--- src/rtl/calc_operand_entry_pkg.sv ---
// Shared types and constants for the calculator operand-entry block.
// The op encodings are also used by the adder/subtractor top.
package calc_operand_entry_pkg;

   typedef enum logic [1:0] {
      ENTER_A  = 2'd0,
      ENTER_B  = 2'd1,
      ENTER_OP = 2'd2,
      SHOW     = 2'd3
   } state_t;

   localparam logic OP_ADD = 1'b0;
   localparam logic OP_SUB = 1'b1;

   // One-hot LED pattern for the step the operator is currently on; dark once the entry is shown.
   function automatic logic [2:0] step_decode(input state_t st);
      logic [2:0] led;
      led = 3'b000;
      case (st)
         ENTER_A:  led = 3'b001;
         ENTER_B:  led = 3'b010;
         ENTER_OP: led = 3'b100;
         SHOW:     led = 3'b000;
         default:  led = 3'b000;
      endcase
      return led;
   endfunction

endpackage

--- src/rtl/calc_operand_entry_key_debounce.sv ---
// Debouncer for one active-low push button: 2-flop synchroniser, stability counter,
// and a single-cycle pulse on each accepted press (debounced 1->0).
module key_debounce #(
   parameter int DEBOUNCE_CYCLES = 500000
) (
   input  logic clk,
   input  logic rst,
   input  logic key,
   output logic press
);

   localparam int CW = (DEBOUNCE_CYCLES > 1) ? $clog2(DEBOUNCE_CYCLES) : 1;
   localparam logic [CW-1:0] CNT_LAST = CW'(DEBOUNCE_CYCLES - 1);

   logic          sync_q1;
   logic          sync_q2;
   logic          level_q;
   logic          level_d;
   logic [CW-1:0] cnt;

   // Released (1) is the safe idle level, so a key held through reset still yields one press.
   always_ff @(posedge clk or posedge rst) begin
      if (rst) begin
         sync_q1 <= 1'b1;
         sync_q2 <= 1'b1;
      end else begin
         sync_q1 <= key;
         sync_q2 <= sync_q1;
      end
   end

   always_ff @(posedge clk or posedge rst) begin
      if (rst) begin
         level_q <= 1'b1;
         cnt     <= '0;
      end else if (sync_q2 == level_q) begin
         cnt <= '0;
      end else if (cnt == CNT_LAST) begin
         level_q <= sync_q2;
         cnt     <= '0;
      end else begin
         cnt <= cnt + 1'b1;
      end
   end

   always_ff @(posedge clk or posedge rst) begin
      if (rst) begin
         level_d <= 1'b1;
         press   <= 1'b0;
      end else begin
         level_d <= level_q;
         press   <= level_d & ~level_q;
      end
   end

endmodule

--- src/rtl/calc_operand_entry.sv ---
// Operand entry for the 4-bit adder/subtractor: KEY0 steps through A, B and op capture,
// KEY1 clears the entry. Drives a0/a1/s and a valid flag for the display.
//
//   state    | meaning
//   ---------+--------------------------------------------------
//   ENTER_A  | waiting for enter to capture sw into a0
//   ENTER_B  | waiting for enter to capture sw into a1
//   ENTER_OP | waiting for enter to capture sw_op into s
//   SHOW     | entry complete, valid high; enter starts over
module calc_operand_entry
   import calc_operand_entry_pkg::*;
#(
   parameter int WIDTH           = 4,
   parameter int DEBOUNCE_CYCLES = 500000
) (
   input  logic             clk,
   input  logic             rst,
   input  logic [WIDTH-1:0] sw,
   input  logic             sw_op,
   input  logic             key_enter,
   input  logic             key_clear,
   output logic [WIDTH-1:0] a0,
   output logic [WIDTH-1:0] a1,
   output logic             s,
   output logic             valid,
   output logic [2:0]       step
);

   state_t state;
   state_t state_nxt;
   logic   enter_p;
   logic   clear_p;
   logic   cap_a0;
   logic   cap_a1;
   logic   cap_s;

   key_debounce #(.DEBOUNCE_CYCLES(DEBOUNCE_CYCLES)) u_db_enter (
      .clk   (clk),
      .rst   (rst),
      .key   (key_enter),
      .press (enter_p)
   );

   key_debounce #(.DEBOUNCE_CYCLES(DEBOUNCE_CYCLES)) u_db_clear (
      .clk   (clk),
      .rst   (rst),
      .key   (key_clear),
      .press (clear_p)
   );

   always_ff @(posedge clk or posedge rst) begin
      if (rst) begin
         state <= ENTER_A;
      end else begin
         state <= state_nxt;
      end
   end

   // Clear has priority; a coincident enter pulse is dropped.
   always_comb begin
      state_nxt = state;
      if (clear_p) begin
         state_nxt = ENTER_A;
      end else if (enter_p) begin
         unique case (state)
            ENTER_A:  state_nxt = ENTER_B;
            ENTER_B:  state_nxt = ENTER_OP;
            ENTER_OP: state_nxt = SHOW;
            SHOW:     state_nxt = ENTER_A;
            default:  state_nxt = ENTER_A;
         endcase
      end
   end

   always_comb begin
      cap_a0 = 1'b0;
      cap_a1 = 1'b0;
      cap_s  = 1'b0;
      step   = step_decode(state);
      if (enter_p && !clear_p) begin
         unique case (state)
            ENTER_A:  cap_a0 = 1'b1;
            ENTER_B:  cap_a1 = 1'b1;
            ENTER_OP: cap_s  = 1'b1;
            SHOW:     cap_s  = 1'b0;
            default:  cap_s  = 1'b0;
         endcase
      end
   end

   // sw is quasi-static and sampled directly; leaving SHOW keeps the last operands visible.
   always_ff @(posedge clk or posedge rst) begin
      if (rst) begin
         a0    <= '0;
         a1    <= '0;
         s     <= OP_ADD;
         valid <= 1'b0;
      end else begin
         if (clear_p) begin
            a0 <= '0;
            a1 <= '0;
            s  <= OP_ADD;
         end else begin
            if (cap_a0) a0 <= sw;
            if (cap_a1) a1 <= sw;
            if (cap_s)  s  <= sw_op;
         end
         valid <= (state_nxt == SHOW);
      end
   end

endmodule

--- config.mk ---
export PLATFORM = sky130hd
export DESIGN_NAME = calc_operand_entry
export DESIGN_NICKNAME = d
export VERILOG_FILES = /design/src/rtl/calc_operand_entry_pkg.sv /design/src/rtl/calc_operand_entry_key_debounce.sv /design/src/rtl/calc_operand_entry.sv
export SDC_FILE = /design/constraint.sdc
export NUM_CORES = 1
export LEC_CHECK = 0
export CORE_ASPECT_RATIO = 0.9
export CORE_UTILIZATION = 50
export DETAILED_ROUTE_END_ITERATION = 8
export PLACE_DENSITY = 0.7
export SLEW_MARGIN = 15
export SYNTH_ARGS = -nofsm -noshare
export SYNTH_HDL_FRONTEND = slang
export SYNTH_SLANG_ARGS = --single-unit
--- constraint.sdc ---
create_clock -name clk -period 2.05 [get_ports clk]
set_clock_uncertainty 0.05 [all_clocks]
set_input_delay 0.41 -clock clk [delete_from_list [all_inputs] [get_ports clk]]
set_output_delay 0.41 -clock clk [all_outputs]
set_load 0.05 [all_outputs]
Yosys cells after proc, flatten, opt, wreduce, memory -nomap -nowiden --
Index checks and enable logic that the tools add are counted.
Operators by class: $add $sub $neg 2, multiply operators 0, div/mod/pow operators 0, magnitude comparators 0, eq/ne operators 8, shifts and indexed selects 0, mux-type cells 20, bitwise operators 6, reduce and logical (&&, ||, !) cells 8
Operators with widths (number):
- 19-bit two-way mux | 4
- 19-bit by 1-bit adder with 19-bit output, second input constant | 2
- 19-bit equality test, second input constant | 2
- 4-bit two-way mux | 4
- 3-bit one-hot mux with 4 select lines | 1
- 1-bit two-way mux | 8
- 2-bit one-hot mux with 4 select lines | 1
- 2-bit equality test, second input constant | 3
- 2-bit nonzero test | 3
- 2-bit two-way mux | 2
- 1-bit NOT | 4
- 2-bit AND reduction | 2
- 1-bit bitwise AND | 2
- 1-bit equality test | 2
- 2-bit by 1-bit equality test with 1-bit output, second input constant | 1
- 2-bit logical NOT | 1
- 1-bit logical AND | 1
- 1-bit logical NOT | 1
Word-level totals: register bits 60, bits in latches 0, RAM bits 0, memory bits (read-only) 0, input bits 9, output and inout bits 13, logic and storage cells 61, memories kept 0

Longest topological paths before layout --
Gate-level depths: netlist (run 1).
depth after elaboration 5, depth in mapped cells 7, gate-level depth less buffers 5

Hierarchy --
A second synthesis (run 1) with hierarchy kept.
Unflattened totals: cell total of the unflattened synthesis 268, area total of the unflattened synthesis 2914.0 um^2
Modules (own cells, without submodules):
- key_debounce | instances 2, cells each 106, area an instance 1152.4 um^2
- calc_operand_entry | instances 1, cells each 56, area an instance 609.3 um^2

Worst setup path before layout (run 1) --
No wires, ideal clock.
path kind reg2reg, from reg u_db_enter.cnt[0], to reg u_db_enter.cnt[10], library setup time 0.121 ns, arrival 1.531 ns, required time 1.879 ns, setup slack 0.348 ns, cell stages (with the launch flop) 8, cells stage by stage dfrtp_1 ha_1 and4_1 buf_2 nand3_1 o21ai_2 buf_2 nor2_1
On the way: cells in the longest elaborated chain, start to end 3
Ends and longest elaborated chain:
- start, declared | line calc_operand_entry_key_debounce.sv:19 | logic [CW-1:0] cnt;
- start signal, assigned | line calc_operand_entry_key_debounce.sv:42 | cnt <= cnt + 1'b1;
- 19-bit by 1-bit adder with 19-bit output or 19-bit equality test (tied branches) | line calc_operand_entry_key_debounce.sv:42, calc_operand_entry_key_debounce.sv:38
- 19-bit two-way mux (*) | line calc_operand_entry_key_debounce.sv:38 | end else if (cnt == CNT_LAST) begin
- 19-bit two-way mux (*) | line calc_operand_entry_key_debounce.sv:36 | end else if (sync_q2 == level_q) begin
Mark *: on every way between the ends. The rest lies on a longest branch, timed or not. A chain may end at the register's enable or synchronous reset.

Worst setup path in the final report (run 1) --
from reg a1[0], to out a1[0]
RTL lines:
- start, declared | line calc_operand_entry.sv:23 | output logic [WIDTH-1:0] a1,
- start signal, assigned | line calc_operand_entry.sv:105 | if (cap_a1) a1 <= sw;
No word-level cell between the ends.

==> impl_metrics.toml, run 1 <==
[outcome]
status = "finished, final reports clean"

[placement]
hpwl_um = 3640
dpl.cell_count = 352
io_buffers = 21
place_congestion = 0.840

[die]
die_h_um = 73.5
dieArea_um2 = 5980
coreArea_um2 = 5350
dieWidth_um = 81.4
start_util_pct = 53.0
boundaryPins = 22
num_rows = 25

[clocking]
cts_max_level = 3
clk_pin_slew_worst_paths_ps = 60
insertion_delay_ps = 330
cts-resized-gates = 0
cts_made_buffers = 9
cts_tree = "done"
post-cts-setup-buffers = 0
clockBufferDepth = 2
cts_root_buffer = "clkbuf_8"
clock-sinks = 60
hold_buffers = 0

[synthesis]
syn-cell-area_um2 = 2840
synth_fp_nets = 286
avgSynthCellArea_um2 = 10.5
synth_top_area_share_pct = 45.9
synthCells = 269
synth_commonest_cells = "dfrtp_1, nor2_1, nand2_1"
ys_async_sr_fraction_pct = 100
synth_edf_count = 0
synth.yosys.seq_area_share_pct = 53.3
ys.warnings.count = 0
yosysMostFrequentCell = "dfrtp_1"
synthFlopType = "dfrtp_1"
ys_top_cells_by_area = "dfrtp_1, dfstp_2, xor2_1"
synth_top_area_cell = "dfrtp_1"
yosys.cell_types.count = 38
ys_ff_latch = 60

[global_route]
grt_max_degree = 28
grt_pass1_wl_um = 8850
gr-total-overflow = 0
antenna_found_initial = 0
grt_pass1_vias = 1949
track_usage_pct = 19.9

[sta]
setup_tns_ps = 0
final_hold_viol_count = 0
rsz0062_at_grt = "false"
maxSlewHeadroom_pct = 67.1
maxSlewViolCount = 0
finalSetupViolations = 0
min_period_ps = 1940
fin_crit_sh_pct = 94.8
worst_slew_pin_slew_ps = 492
fmax_mhz = 515

[routing]
ant_nets = 0
num_vias = 2046
drt_iter0_drc = 120
dr.pass1.iters = 4
wirelength_um = 5120
drc = 0
wl_per_cell_um = 14.0
routed_via_density = 5.57

[critical_path]
critical-path-top-delay-family = "buffers and inverters"
max_stage_delay_ps = 800
arrival_ps = 1480
crit_chain = "clkdlybuf4s50_1"
start_kind = "flip-flop"
cp.required_ps = 1590
criticalPathCategory = "reg -> out"
cp-end-kind = "output port"
crit_buf_inv = 1
crit_slowest_cell = "clkdlybuf4s50_1"
crit_path_max_fanout = 2

[finish]
fin_cells = 367
fin_nets = 313
multiInputGateArea_um2 = 1250
regArea_um2 = 1510
synthToLayoutAreaGrowth_pct = 17.3
drive_gt1_share_pct = 14.7
antennaDiodeCount = 0
fillers = 440

[pwr]
p_leak_nw = 1.44
peakVddDrop_mv = 0.552
power_density_nw_per_um2 = 663

[flow_run]
max-cap-violations = 0

[hold_path]
hold_class = "reg -> reg"
## placed cells by master, fill, tap and decap left out, drive strengths merged
master,netlist,layout
a21oi,19,19
and2,3,3
and3,8,8
and3b,1,1
and4,4,4
and4bb,1,1
buf,7,9
clkbuf,4,13
clkdlybuf4s50,0,18
clkinv,0,2
dfrtp,52,52
dfstp,8,8
ha,8,8
inv,4,4
mux2,2,2
mux2i,1,1
nand2,22,22
nand3,21,21
nand4,18,18
nor2,28,28
nor2b,3,3
nor3,1,1
nor3b,1,1
nor4,3,3
nor4b,1,1
o21ai,7,7
o31ai,5,5
or3,5,5
or4,5,5
xnor2,7,7
xor2,20,20
## cell families (layout without fill, tap and decap cells)
family                   after synthesis  count (layout)  synth area share, %
AO/OA/AOI/OAI                         31              31                 6.31
multiplexers                           3               3                 1.15
XOR/XNOR                              27              27                 8.34
AND/OR/NAND/NOR                      125             125                 24.8
buffers and inverters                 15              46                 2.60
adder cells (fa/ha/maj)                8               8                 3.53
flip-flops                            60              60                 53.3
## final cells by class
cell class              count  share of cell area (%)
clock buffers              13                    4.77
clock inverters             2                   0.301
inverters                   4                   0.451
multi-input cells         194                    37.6
flip-flops and latches     60                    45.4
well taps                  67                    2.52
repair buffers             27                    8.95
## path summary, 6_finish.rpt
path	from	endpoint	slack (ps)	cells after the start
setup reg to reg	u_db_clear.cnt[0]$_DFF_PP0_	u_db_clear.cnt[16]$_DFF_PP0_	260	5
min in group asynchronous	rst	u_db_clear.cnt[14]$_DFF_PP0_	330	2
setup / recovery	a1[0]$_DFFE_PP0P_	a1[0]	110	1
hold / removal	u_db_enter.sync_q1$_DFF_PP1_	u_db_enter.sync_q2$_DFF_PP1_	300	0
hold reg to reg	u_db_enter.sync_q1$_DFF_PP1_	u_db_enter.sync_q2$_DFF_PP1_	300	0
max in group asynchronous	rst	a1[3]$_DFFE_PP0P_	1050	3
## metal layers
metal | share of wire, % | track usage, % | wire length [µm] | vias to the layer above
met3 | 6.3 | 7.45 | 322 | 6
li1 | - | - | - | 1002
met1 | 49 | 27.3 | 2510 | 984
met4 | 1.1 | 5.75 | 55 | 0
met5 | 0 | 0 | 0 | -
met2 | 44 | 29.4 | 2230 | 54
## per-stage QoR
step	utilization, %	cell area (µm²)	setup WS (ps)	hold WS, ps	power (mW)
final	62.2	3330	107	304	2.21
after detailed placement	59.1	3160	274	299	1.32
after floorplan	-	2840	119	295	1.27
after global placement	59.1	3160	343	296	1.32
after CTS	62.2	3330	85.7	306	2.25
after global routing	62.2	3330	46.7	312	2.31
## flip-flops by register name, summed over array words and instances, names as in the netlist
signal              cells
valid                   1
u_db_enter.press        1
u_db_enter.level_q      1
a0                      4
u_db_clear.level_d      1
s                       1
u_db_clear.level_q      1
u_db_clear.sync_q2      1
u_db_clear.press        1
u_db_enter.sync_q1      1
u_db_enter.sync_q2      1
a1                      4
u_db_enter.cnt         19
state                   2
u_db_clear.sync_q1      1
u_db_clear.cnt         19
u_db_enter.level_d      1
## report_power, final
part	switching [mW]	total, mW	internal [mW]
combinational	0.0487	0.0845	0.0358
clock	0.417	0.911	0.494
sequential	0.0108	1.21	1.20
total	0.476	2.21	1.73
No activity file was read; power rests on OpenSTA's default activity.
==> run 2: changes to the inputs <==
Settings changed: SETUP_SLACK_MARGIN set to 0.5.
==> run 2 against run 1 <==
  * Register-to-register slack gained 160 ps
  * Count of clock-buffer cells in the layout shrank 1
  * Cell count increased by 15%
  * Design area rose by 22%
  * Combinational power up 41%
  * Fmax rose by 19%
  * Critical path type is now reg -> reg
==> impl_metrics.toml, run 2 (synthesis results as in run 1) <==
[clocking]
cts_max_level = 3
hold_buffers = 0
cts_root_buffer = "clkbuf_8"
clk_pin_slew_worst_paths_ps = 70
cts_tree = "done"
insertion_delay_ps = 340
cts_made_buffers = 9
clock-sinks = 60
clockBufferDepth = 2

[critical_path]
r2r_end = "u_db_enter.level_q$_DFFE_PP1P_"
r2r_slack_ps = 420
reg2reg_from = "u_db_enter.cnt[0]$_DFF_PP0_"
criticalPathCategory = "reg -> reg"
crit_path_max_fanout = 4
r2r_cells = 5
arrival_ps = 1850
cp-startpoint = "u_db_enter.cnt[0]$_DFF_PP0_"
cp-end-kind = "flip-flop"
cp.required_ps = 2270
start_kind = "flip-flop"

[finish]
fin_nets = 368
top_regs = "u_db_clear.cnt: 19 flops, u_db_enter.cnt: 19 flops"
postLayoutCoreUtil_pct = 75.9
layout_commonest_cell = "buf_4"
synthToLayoutAreaGrowth_pct = 43.1
layout_common_cells = "buf_4, dfrtp_1, nand2_1"
antennaDiodeCount = 0
drive_gt1_share_pct = 43.5

[pwr]
swShare_pct = 21.0
pwr-share-clk_pct = 48.3
p_leak_nw = 1.76
peakVddDrop_mv = 0.572
seq_power_share_pct = 47.1
p_int_mw = 2.04
pwr-share-comb_pct = 4.6
power_density_nw_per_um2 = 634
p_sw_mw = 0.541

[sta]
final_hold_viol_count = 0
finalSetupViolations = 0
fin_crit_sh_pct = 79.6
setup_tns_ps = 0
hold_ws_ps = 307
fmax_mhz = 613
min_period_ps = 1630
maxSlewHeadroom_pct = 64.2
worst_slew_pin_slew_ps = 536
maxSlewViolCount = 0
rsz0062_at_grt = "true"
setup_ws_ps = 418

[die]
start_util_pct = 53.0
dieArea_um2 = 5980
dieWidth_um = 81.4
boundaryPins = 22
num_rows = 25
coreArea_um2 = 5350
die_h_um = 73.5

[global_route]
grt_pass1_vias = 2220
grt_pass1_wl_um = 10300
gr-total-overflow = 0
grt_max_degree = 61
track_usage_pct = 23.4
antenna_found_initial = 0

[hold_path]
holdPathEnd = "u_db_enter.sync_q2$_DFF_PP1_"
hold_class = "reg -> reg"
min_path_cells = 0
hp-start = "u_db_enter.sync_q1$_DFF_PP1_"

[routing]
num_vias = 2495
drt_iter0_drc = 210
drc = 0
ant_nets = 0
wirelength_um = 7570
routed_via_density = 5.90
dr.pass1.iters = 5
wl_per_cell_um = 17.9

[outcome]
status = "finished, final reports clean"

[placement]
io_buffers = 21
place_congestion = 0.811
hpwl_um = 3480
dp_worst_setup_slack_ps = 216

[flow_run]
max-cap-violations = 0
-- run 2: cell count changes in the layout (fill, tap and decap cells not counted), moves of 4 or more --
cell / before / now
dfrtp_1: 52 / 47
dfrtp_2: 0 / 5
ha_1: 8 / 4
and3_1: 7 / 3
buf_2: 0 / 7
nor2_4: 0 / 4
buf_4: 5 / 50
and3_4: 0 / 5
nor2_2: 0 / 6
nor2_1: 28 / 18
buf_6: 0 / 9
clkdlybuf4s50_1: 18 / 8
-- run 2: cell type report --
type / instances / area [µm²]
clock buffers: 12 / 165
clock inverters: 4 / 70.1
well taps: 67 / 83.8
repair buffers: 82 / 721
fillers: 332 / 1290
multi-input cells: 194 / 1480
flip-flops and latches: 60 / 1520
inverters: 4 / 18.8
-- run 2: worst max path at each step --
stage	end	slack [ps]	cells after the start
3_5_place_dp	u_db_enter.cnt[3]$_DFF_PP0_	220	5
4_1_cts	step[2]	400	3
6_report	u_db_enter.level_q$_DFFE_PP1P_	420	5
3_3_place_gp	u_db_enter.cnt[3]$_DFF_PP0_	240	5
5_1_grt	u_db_clear.level_q$_DFFE_PP1P_	350	5
2_1_floorplan	u_db_enter.cnt[18]$_DFF_PP0_	470	6
-- run 2: per-layer routing --
layer  part of all wire (%)  GRT usage [%]  wire (µm)  up-vias
li1                       -              -          -     1117
met1                     41           30.4       3130     1199
met2                     47           35.9       3580      146
met3                    8.0           6.46        603       33
met4                    3.4           11.1        259        0
met5                      0              0          0        -
-- run 2: power groups by stage --
stage	Clock (mW)	Combinational, mW	Sequential, mW
floorplan	0	0.0495	1.23
global placement	0	0.0816	1.23
detailed placement	0	0.0827	1.23
CTS	1.27	0.103	1.21
global route	1.31	0.132	1.21
finish	1.24	0.119	1.21
-- run 2: critical path, cell delays in order, from the launching register on --
cell     delay, ps
dfrtp_1        420
ha_4           170
nand4_1        210
nor2_1         160
nand4_1        210
mux2_2         340
-- run 2: per-stage QoR --
| step | total power [mW] | instance area, µm² | cells |
|---|---|---|---|
| CTS | 2.58 | 3800 | 403 |
| global route | 2.66 | 4060 | 423 |
| floorplan | 1.28 | 2910 | 269 |
| finish | 2.58 | 4060 | 423 |
| global placement | 1.31 | 3170 | 348 |
| detailed placement | 1.32 | 3170 | 348 |
-- run 2: timing repair --
action	4_1_cts	5_1_grt
endpoints found under the setup margin	50	39
gates resized for setup	59	51
pin swaps	11	26
setup buffers	39	19
gates cloned	0	1
==> run 3: changes to the inputs <==
Clock period 2.05 ns to 1.35 ns, I/O delays scaled along.
==> run 3 against run 2 <==
  * The flow now finishes with violations (negative setup slack)
  * Combinational power grew 72%
  * Via count grew 4.2%
  * Clock power grew 40%
  * Count of clock-buffer cells in the layout grew 3
  * Sequential power grew 52%
  * Flip-flop and latch count is the same
  * Sequential share of layout area shrank 4.1 points
  * Register-to-register slack lost 690 ps
  * Die area is the same
  * Cell count grew 5.7%
  * Hold slack lost 15 ps
  * Largest cell class is now multi-input gates
==> impl_metrics.toml, run 3 (synthesis results as in run 1) <==
[finish]
synthToLayoutAreaGrowth_pct = 62.3
fin_cells = 447
antennaDiodeCount = 0
post-route-cell-area_um2 = 4600
fin_nets = 392
postLayoutCoreUtil_pct = 86.1
layout_commonest_cell = "buf_4"
drive_gt1_share_pct = 59.5
layout_common_cells = "buf_4, dfrtp_1, xor2_1"
top_regs = "u_db_clear.cnt: 19 flops, u_db_enter.cnt: 19 flops"

[clocking]
cts_made_buffers = 9
clockBufferDepth = 2
clk_pin_slew_worst_paths_ps = 60
clock-sinks = 60
cts_root_buffer = "clkbuf_8"
cts_tree = "done"
insertion_delay_ps = 330
cts_max_level = 3

[global_route]
antenna_found_initial = 0
grt_pass1_wl_um = 11700
grt_max_degree = 40
gr-total-overflow = 0
track_usage_pct = 27.1
grt_pass1_vias = 2466

[sta]
fmax_mhz = 615
maxSlewViolCount = 0
setup_tns_ps = -9720
worst_slew_pin_slew_ps = 391
finalSetupViolations = 47
hold_ws_ps = 292
final_hold_viol_count = 0
min_period_ps = 1620
rsz0062_at_grt = "true"
fin_crit_sh_pct = 120
maxSlewHeadroom_pct = 73.7
setup_ws_ps = -275

[placement]
hpwl_um = 4660
dp_worst_setup_slack_ps = -280
io_buffers = 21
place_congestion = 0.866
dpl.cell_count = 407
dpl_cell_area_um2 = 3940

[die]
num_rows = 25
dieArea_um2 = 5980
dieWidth_um = 81.4
boundaryPins = 22
coreArea_um2 = 5350
start_util_pct = 53.0
die_h_um = 73.5

[pwr]
power_density_nw_per_um2 = 822
peakVddDrop_mv = 0.708
p_leak_nw = 2.00
finalPower_mw = 3.79

[routing]
dr.pass1.iters = 4
routed_via_density = 5.82
ant_nets = 0
wl_per_cell_um = 19.5
num_vias = 2600
drt_iter0_drc = 182
wirelength_um = 8710
drc = 0

[outcome]
violations = "negative setup slack"
status = "finished, violations left"

[critical_path]
cp-end-kind = "flip-flop"
crit_path_max_fanout = 6
start_kind = "flip-flop"
cp.required_ps = 1520
criticalPathCategory = "reg -> reg"
arrival_ps = 1790
r2r_slack_ps = -270

[flow_run]
max-cap-violations = 0

[hold_path]
hold_class = "in -> reg"
==> run 3: path summary, 6_finish.rpt <==
kind | startpoint | end | cells past startpoint
max | u_db_clear.cnt[10]$_DFF_PP0_ | u_db_clear.cnt[8]$_DFF_PP0_ | 6
min | key_clear | u_db_clear.sync_q1$_DFF_PP1_ | 1
max reg2reg | u_db_clear.cnt[10]$_DFF_PP0_ | u_db_clear.cnt[8]$_DFF_PP0_ | 6
min reg2reg | u_db_clear.sync_q1$_DFF_PP1_ | u_db_clear.sync_q2$_DFF_PP1_ | 0
max in group asynchronous | rst | u_db_enter.level_d$_DFF_PP1_ | 3
min in group asynchronous | rst | a1[0]$_DFFE_PP0P_ | 3
==> run 3: critical path, cell delays in order (launching register included) <==
cell and delay, ps:
dfrtp_1 400, buf_6 140, nor4_4 400, nand3_4 120, o21ai_4 190, buf_6 170, nor2_2 50
==> run 3: timing repair <==
action,4_1_cts,5_1_grt
endpoints found under the setup margin,65,65
gates resized for setup,43,34
buffers inserted,14,10
gates cloned,0,0
hold endpoints to repair,0,0
hold buffers,0,0
pin swaps,23,13
==> run 3: final cells by class <==
| cell class | instances | area (µm²) |
|---|---|---|
| Tap cell | 67 | 83.8 |
| Inverter | 4 | 23.8 |
| Timing Repair Buffer | 106 | 1060 |
| Fill cell | 249 | 744 |
| Clock buffer | 15 | 186 |
| Clock inverter | 1 | 30.0 |
| Multi-Input combinational cell | 194 | 1690 |
| Sequential cell | 60 | 1530 |
==> run 3: layer usage <==
layer / vias to the layer above / part of all wire [%] / routed length (µm) / global-route usage [%]
li1: 1163 / - / - / -
met2: 105 / 51 / 4460 / 44.4
met4: 0 / 3.8 / 329 / 12.1
met1: 1302 / 40 / 3470 / 33.9
met5: - / 0 / 0 / 0
met3: 30 / 5.2 / 451 / 6.83
==> run 3: power breakdown <==
group | switching [mW] | leakage, nW | internal, mW | total, mW
Clock | 0.682 | 0.110 | 1.06 | 1.74
Combinational | 0.106 | 1.15 | 0.0989 | 0.205
Sequential | 0.0183 | 0.742 | 1.82 | 1.84
==> variant 1: new RTL, settings of run 3 <==
Make the reset (`rst`) synchronous in 5 clocked blocks.
--- a/src/rtl/calc_operand_entry_key_debounce.sv
+++ b/src/rtl/calc_operand_entry_key_debounce.sv
@@ -19,7 +19,7 @@
    logic [CW-1:0] cnt;
 
    // Released (1) is the safe idle level, so a key held through reset still yields one press.
-   always_ff @(posedge clk or posedge rst) begin
+   always_ff @(posedge clk) begin
       if (rst) begin
          sync_q1 <= 1'b1;
          sync_q2 <= 1'b1;
@@ -29,7 +29,7 @@
       end
    end
 
-   always_ff @(posedge clk or posedge rst) begin
+   always_ff @(posedge clk) begin
       if (rst) begin
          level_q <= 1'b1;
          cnt     <= '0;
@@ -43,7 +43,7 @@
       end
    end
 
-   always_ff @(posedge clk or posedge rst) begin
+   always_ff @(posedge clk) begin
       if (rst) begin
          level_d <= 1'b1;
          press   <= 1'b0;
--- a/src/rtl/calc_operand_entry.sv
+++ b/src/rtl/calc_operand_entry.sv
@@ -48,7 +48,7 @@
       .press (clear_p)
    );
 
-   always_ff @(posedge clk or posedge rst) begin
+   always_ff @(posedge clk) begin
       if (rst) begin
          state <= ENTER_A;
       end else begin
@@ -89,7 +89,7 @@
    end
 
    // sw is quasi-static and sampled directly; leaving SHOW keeps the last operands visible.
-   always_ff @(posedge clk or posedge rst) begin
+   always_ff @(posedge clk) begin
       if (rst) begin
          a0    <= '0;
          a1    <= '0;
Check against the original RTL: no difference found for any inputs over 10 cycles, from zero or initial values and one cycle with rst high; that may be too few to reach the edited logic, so the function may still have changed.
==> variant 1 against run 3 <==
The flow still finishes with violations (setup timing). Sequential share of layout area down 3.7 points. Non-clock buffer count shrank 3. Worst setup slack better by 0.11 ns. Critical path type unchanged. Design area decreased by 4.9%. Area after synthesis is 7.5% lower. Sequential cell count stayed put. Routed wire length shrank 8.9%.
Power is not compared: it rests on default switching activity, and its combinational part moved more than twofold at a synthesized area within 25%.
==> variant 1: results (changes against run 3) <==
** Detailed routing
- The per-cell routed wire length came to 17.3 um (-11%).
- Via count :: 2491 (-4.2%)
- Detailed-routed wire length on met3 :: 387 um (-14%)
- Per-cell via count in the routed design :: 5.43 (-6.7%)
- Metal1 wirelength :: 3310 um (-4.9%)
- Drt first-iter violations :: 134 (-26%)

** Layout
- The fraction of the core area covered by cells at the end of the flow is 88.4% (+2.3 points).
- The number of nets in the final layout came to 406 (+3.6%).
- The relative area of clock buffers and inverters in the final design came to 4.20% (-0.50 points).
- The number of clock-tree buffers in the layout came to 11 (-4).
- Area taken by flip-flops and latches :: 1290 sq um (-16%)
- Fill cells :: 224 (-10%)
- The fraction of standard cell area in multi-input logic came to 39.8% (+3.2 points).
- The fraction of area in non-clock buffers was 23.5% (+0.46 points).

** Logic synthesis
- Register area share after synthesis :: 45.8% (-7.5 points)
- Most area-consuming cells after synthesis :: dfxtp_1, nor2_1, xnor2_1, xor2_1, nand3_1
- The commonest cells after synthesis are dfxtp_1, nor2_1, nand3_1.
- Share of cell area taken by muxes after synthesis :: 1.53% (+0.38 points)
- The net count after synthesis was 300 (+4.9%).
- Post-Syn Instances :: 283 (+5.2%)
- Post-synthesis share of cell area spent on full adders, half adders and majority gates :: 3.81% (+0.29 points)
- The complex-gate fraction of the synthesized area is 5.91% (-0.39 points).

** Clock tree
- Post_cts resized :: 40 (-7.0%)

** Setup path
- Max FO, Critical Path :: 3 (-3)
- Slowest stage cell, crit path :: or4_1

** Timing
- The final setup violation count was 42 (-11%).
- Setup TNS :: -5.15 ns (+4.57 ns)
- Min setup slack post-route :: -0.161 ns (+0.113 ns)

** GRT
- The met3 track demand over resource in global routing was 5.16% (-1.7 points).
- Met1 usage :: 34.0% (+0.17 points)
- First-pass GRT wire length :: 11300 um (-3.6%)
- GRT Overall Usage :: 26.5% (-0.60 points)
- Vias in the first global route :: 2436 (-1.2%)

** Outcome
- Failing checks :: setup timing
- The flow ran to the end, but the final reports show violations.

** Placement
- The sum of net half-perimeters after detailed placement came to 4320 um (-7.2%).
- The total instance count after detailed placement is 417 (+2.5%).
- The final RePlAce weighted congestion is 0.844 (-2.4%).

** Die
- The full die area was 5540 sq um (-7.3%).
## variant 1: how the worst min path moves through the flow
stage / startpoint / endpoint / depth (start not counted) / slack, ns
2_1_floorplan: key_clear / u_db_clear.sync_q1$_SDFF_PP1_ / 1 / 0.32
3_3_place_gp: u_db_clear.sync_q1$_SDFF_PP1_ / u_db_clear.sync_q2$_SDFF_PP1_ / 1 / 0.35
3_5_place_dp: u_db_enter.sync_q1$_SDFF_PP1_ / u_db_enter.sync_q2$_SDFF_PP1_ / 1 / 0.36
4_1_cts: rst / u_db_clear.cnt[2]$_SDFF_PP0_ / 3 / 0.37
5_1_grt: u_db_enter.sync_q1$_SDFF_PP1_ / u_db_enter.sync_q2$_SDFF_PP1_ / 1 / 0.36
6_report: u_db_enter.sync_q1$_SDFF_PP1_ / u_db_enter.sync_q2$_SDFF_PP1_ / 1 / 0.36
## variant 1: power by group
part	switching, mW	internal [mW]	leakage, nW
sequential	0.00476	1.74	0.509
clock	0.724	0.845	0.0931
combinational	0.0424	0.0472	1.02
==> variant 2: new RTL, config.mk and constraints of run 3 <==
Made on the original files. The parameter `WIDTH` goes from 4 to 3.
--- a/src/rtl/calc_operand_entry.sv
+++ b/src/rtl/calc_operand_entry.sv
@@ -10,7 +10,7 @@
 module calc_operand_entry
    import calc_operand_entry_pkg::*;
 #(
-   parameter int WIDTH           = 4,
+   parameter int WIDTH           = 3,
    parameter int DEBOUNCE_CYCLES = 500000
 ) (
    input  logic             clk,
Ports: changed (resized a0, a1 and sw); port bits go from 22 to 19. The function was not compared with the original's and may differ.
==> variant 2 against run 3 <==
The flow still finishes with violations (setup timing). Worst setup slack gained 0.050 ns. Non-clock buffer count fell by 14. Sequential cell count down 2. Routed wire length fell by 20%. Design area decreased by 6.7%. Area after synthesis fell by 2.9%. Global-route usage is 1.4 points lower. Total power is 7.8% lower. Largest cell class unchanged. Largest power group unchanged. Highest routed layer unchanged.
==> variant 2: results (changes against run 3) <==
** Clock tree
- The clock latency at the later pin of the worst-skew pair came to 0.33 ns (about the same).
- The clock slew at the register clock pins of the worst setup and hold paths is 0.06 ns (about the same).
- The number of H-tree levels is 3 (unchanged).
- The TritonCTS buffer count is 9 (unchanged).
- The maximum root-to-sink buffer count is 2 (unchanged).
- Clock Root Buffer :: clkbuf_8

** Placement
- The post-placement cell area came to 3770 sq um (-4.3%).
- Setup Slack @ Placement :: -0.267 ns (+0.0136 ns)
- The final RePlAce weighted congestion was 0.865 (-0.13%).
- HPWL after DPL :: 4450 um (-4.5%)
- The number of buffers added on ports was 18 (-14%).

** Setup path
- The worst register-to-register path ends at u_db_enter.cnt[18]$_DFF_PP0_.
- The critical path arrival is 1.79 ns (about the same).
- Max FO, Critical Path :: 3 (-3)
- The depth of the most critical reg-to-reg path was 5 (-1).
- Critical R2R Launch :: u_db_enter.cnt[1]$_DFF_PP0_

** Power and ir drop
- Peak supply drop :: 0.000686 V (-3.1%)
- The leakage power summed over all cells was 1.84 nW (-8.1%).

** GRT
- The largest net degree at the start of global routing was 48 (+20%).
- The via count of the first global-routing pass is 2375 (-3.7%).
- First-pass GRT wire length :: 11100 um (-5.4%)
- Antenna violations before repair :: 0 (unchanged)
- GRT Overall Usage :: 25.7% (-1.4 points)

** Timing
- Min setup slack post-route :: -0.225 ns (+0.0498 ns)
- The tightest slew margin relative to the limit is 69.2% (-4.5 points).
- The worst hold-check slack came to 0.286 ns (-0.00564 ns).
- The final setup violation count was 44 (-6.4%).
- The summed negative setup slack over all endpoints was -7.66 ns (+2.06 ns).

** Hold path
- The worst hold path belongs to the class input pin to asynchronous set/reset pin.

** Logic synthesis
- Count of cell types in the netlist :: 38 (unchanged)
- EDFF count, synth :: 0 (unchanged)
- The most used flip-flop cell after synthesis is dfrtp_1.
- The net count after synthesis was 276 (-3.5%).
- Most area-consuming cells after synthesis :: dfrtp_1, dfstp_2, xor2_1, nor2_1, ha_1
- YS warnings :: 0 (unchanged)
- Async set-or-reset flop fraction in the synthesized netlist :: 100% (unchanged)
- Commonest cells in the netlist :: dfrtp_1, nor2_1, nand2_1, xor2_1, nand3_1
- The part of the Yosys area used for sequential elements came to 53.0% (-0.24 points).

** Layout
- Number of inserted diodes :: 0 (unchanged)
- In the final layout, the registers with the most flip-flops are u_db_clear.cnt (19), u_db_enter.cnt (19).
- Share of cells above drive strength 1 :: 54.2% (-5.3 points)
- Number of nets in the finished design :: 369 (-5.9%)

** Outcome
- The final reports fail on setup timing.
- The run finished, with violations left.

** Detailed routing
- Drt first-iter violations :: 91 (-50%)
- DRT Pass-1 Iters :: 4 (unchanged)
- Average wire length per cell after detail routing :: 16.4 um (-16%)
- The mean number of vias per cell is 5.56 (-4.3%).
## variant 2: cell types whose count changed after synthesis, sizes merged
cell and change:
dfrtp -2, a21oi -2, nand2 -2, clkbuf -1, nand3 -2
## variant 2: power by group
part	internal [mW]	switching [mW]
registers	1.76	0.0207
logic	0.0906	0.100
clock network	0.838	0.677
total	2.69	0.798
## variant 2: worst max-delay path by stage
stage	end	slack, ns	cells after the start	start
global placement	u_db_enter.cnt[16]$_DFF_PP0_	-0.22	5	u_db_enter.cnt[1]$_DFF_PP0_
detailed placement	u_db_enter.cnt[18]$_DFF_PP0_	-0.27	5	u_db_enter.cnt[1]$_DFF_PP0_
floorplan	u_db_enter.cnt[17]$_DFF_PP0_	-0.21	4	u_db_enter.cnt[9]$_DFF_PP0_
global route	u_db_enter.cnt[18]$_DFF_PP0_	-0.30	5	u_db_enter.cnt[1]$_DFF_PP0_
finish	u_db_enter.cnt[18]$_DFF_PP0_	-0.22	5	u_db_enter.cnt[1]$_DFF_PP0_
CTS	u_db_clear.cnt[16]$_DFF_PP0_	-0.23	4	u_db_clear.cnt[9]$_DFF_PP0_
## variant 2: critical path, cell delays in order (launching register included)
cell     delay [ns]
dfrtp_1        0.42
ha_4           0.17
and4_4         0.25
nand3_2        0.07
or4_4          0.42
a21oi_2        0.13
## variant 2: cells by family after synthesis
family	count (synthesis)	synth area share, %
muxes	3	1.18
and+or+nand+nor	121	24.9
AOI/OAI and AO/OA	29	6.13
adders and majority gates	8	3.63
buffers and inverters	14	2.54
xor gates and xnor gates	27	8.58
DFF	58	53.0
## variant 2: through the flow
stage	power [mW]	std cells	utilization [%]
4_1_cts	3.52	415	77.4
6_report	3.49	425	81.3
3_3_place_gp	1.97	393	71.3
3_5_place_dp	1.98	393	71.3
2_1_floorplan	1.89	260	-
5_1_grt	3.62	425	81.3
## variant 2: routing by layer
metal	track usage, %	wire length, um	vias to the layer above
li1	-	-	1108
met1	32.8	3050	1184
met2	41.6	3480	50
met3	6.79	247	23
met4	10.9	208	0
met5	0	0	-
## variant 2: layout make-up
type | instances | area, sq um
multi-input cells | 188 | 1610
flip-flops and latches | 58 | 1480
fillers | 301 | 991
repair buffers | 92 | 912
clock buffers | 10 | 128
well taps | 67 | 83.8
clock inverters | 6 | 57.6
inverters | 4 | 26.3
## variant 2: timing repair
item,in CTS,in global routing
gates resized for setup,27,33
setup buffers,6,10
pin swaps,23,13
setup endpoints to repair,61,61
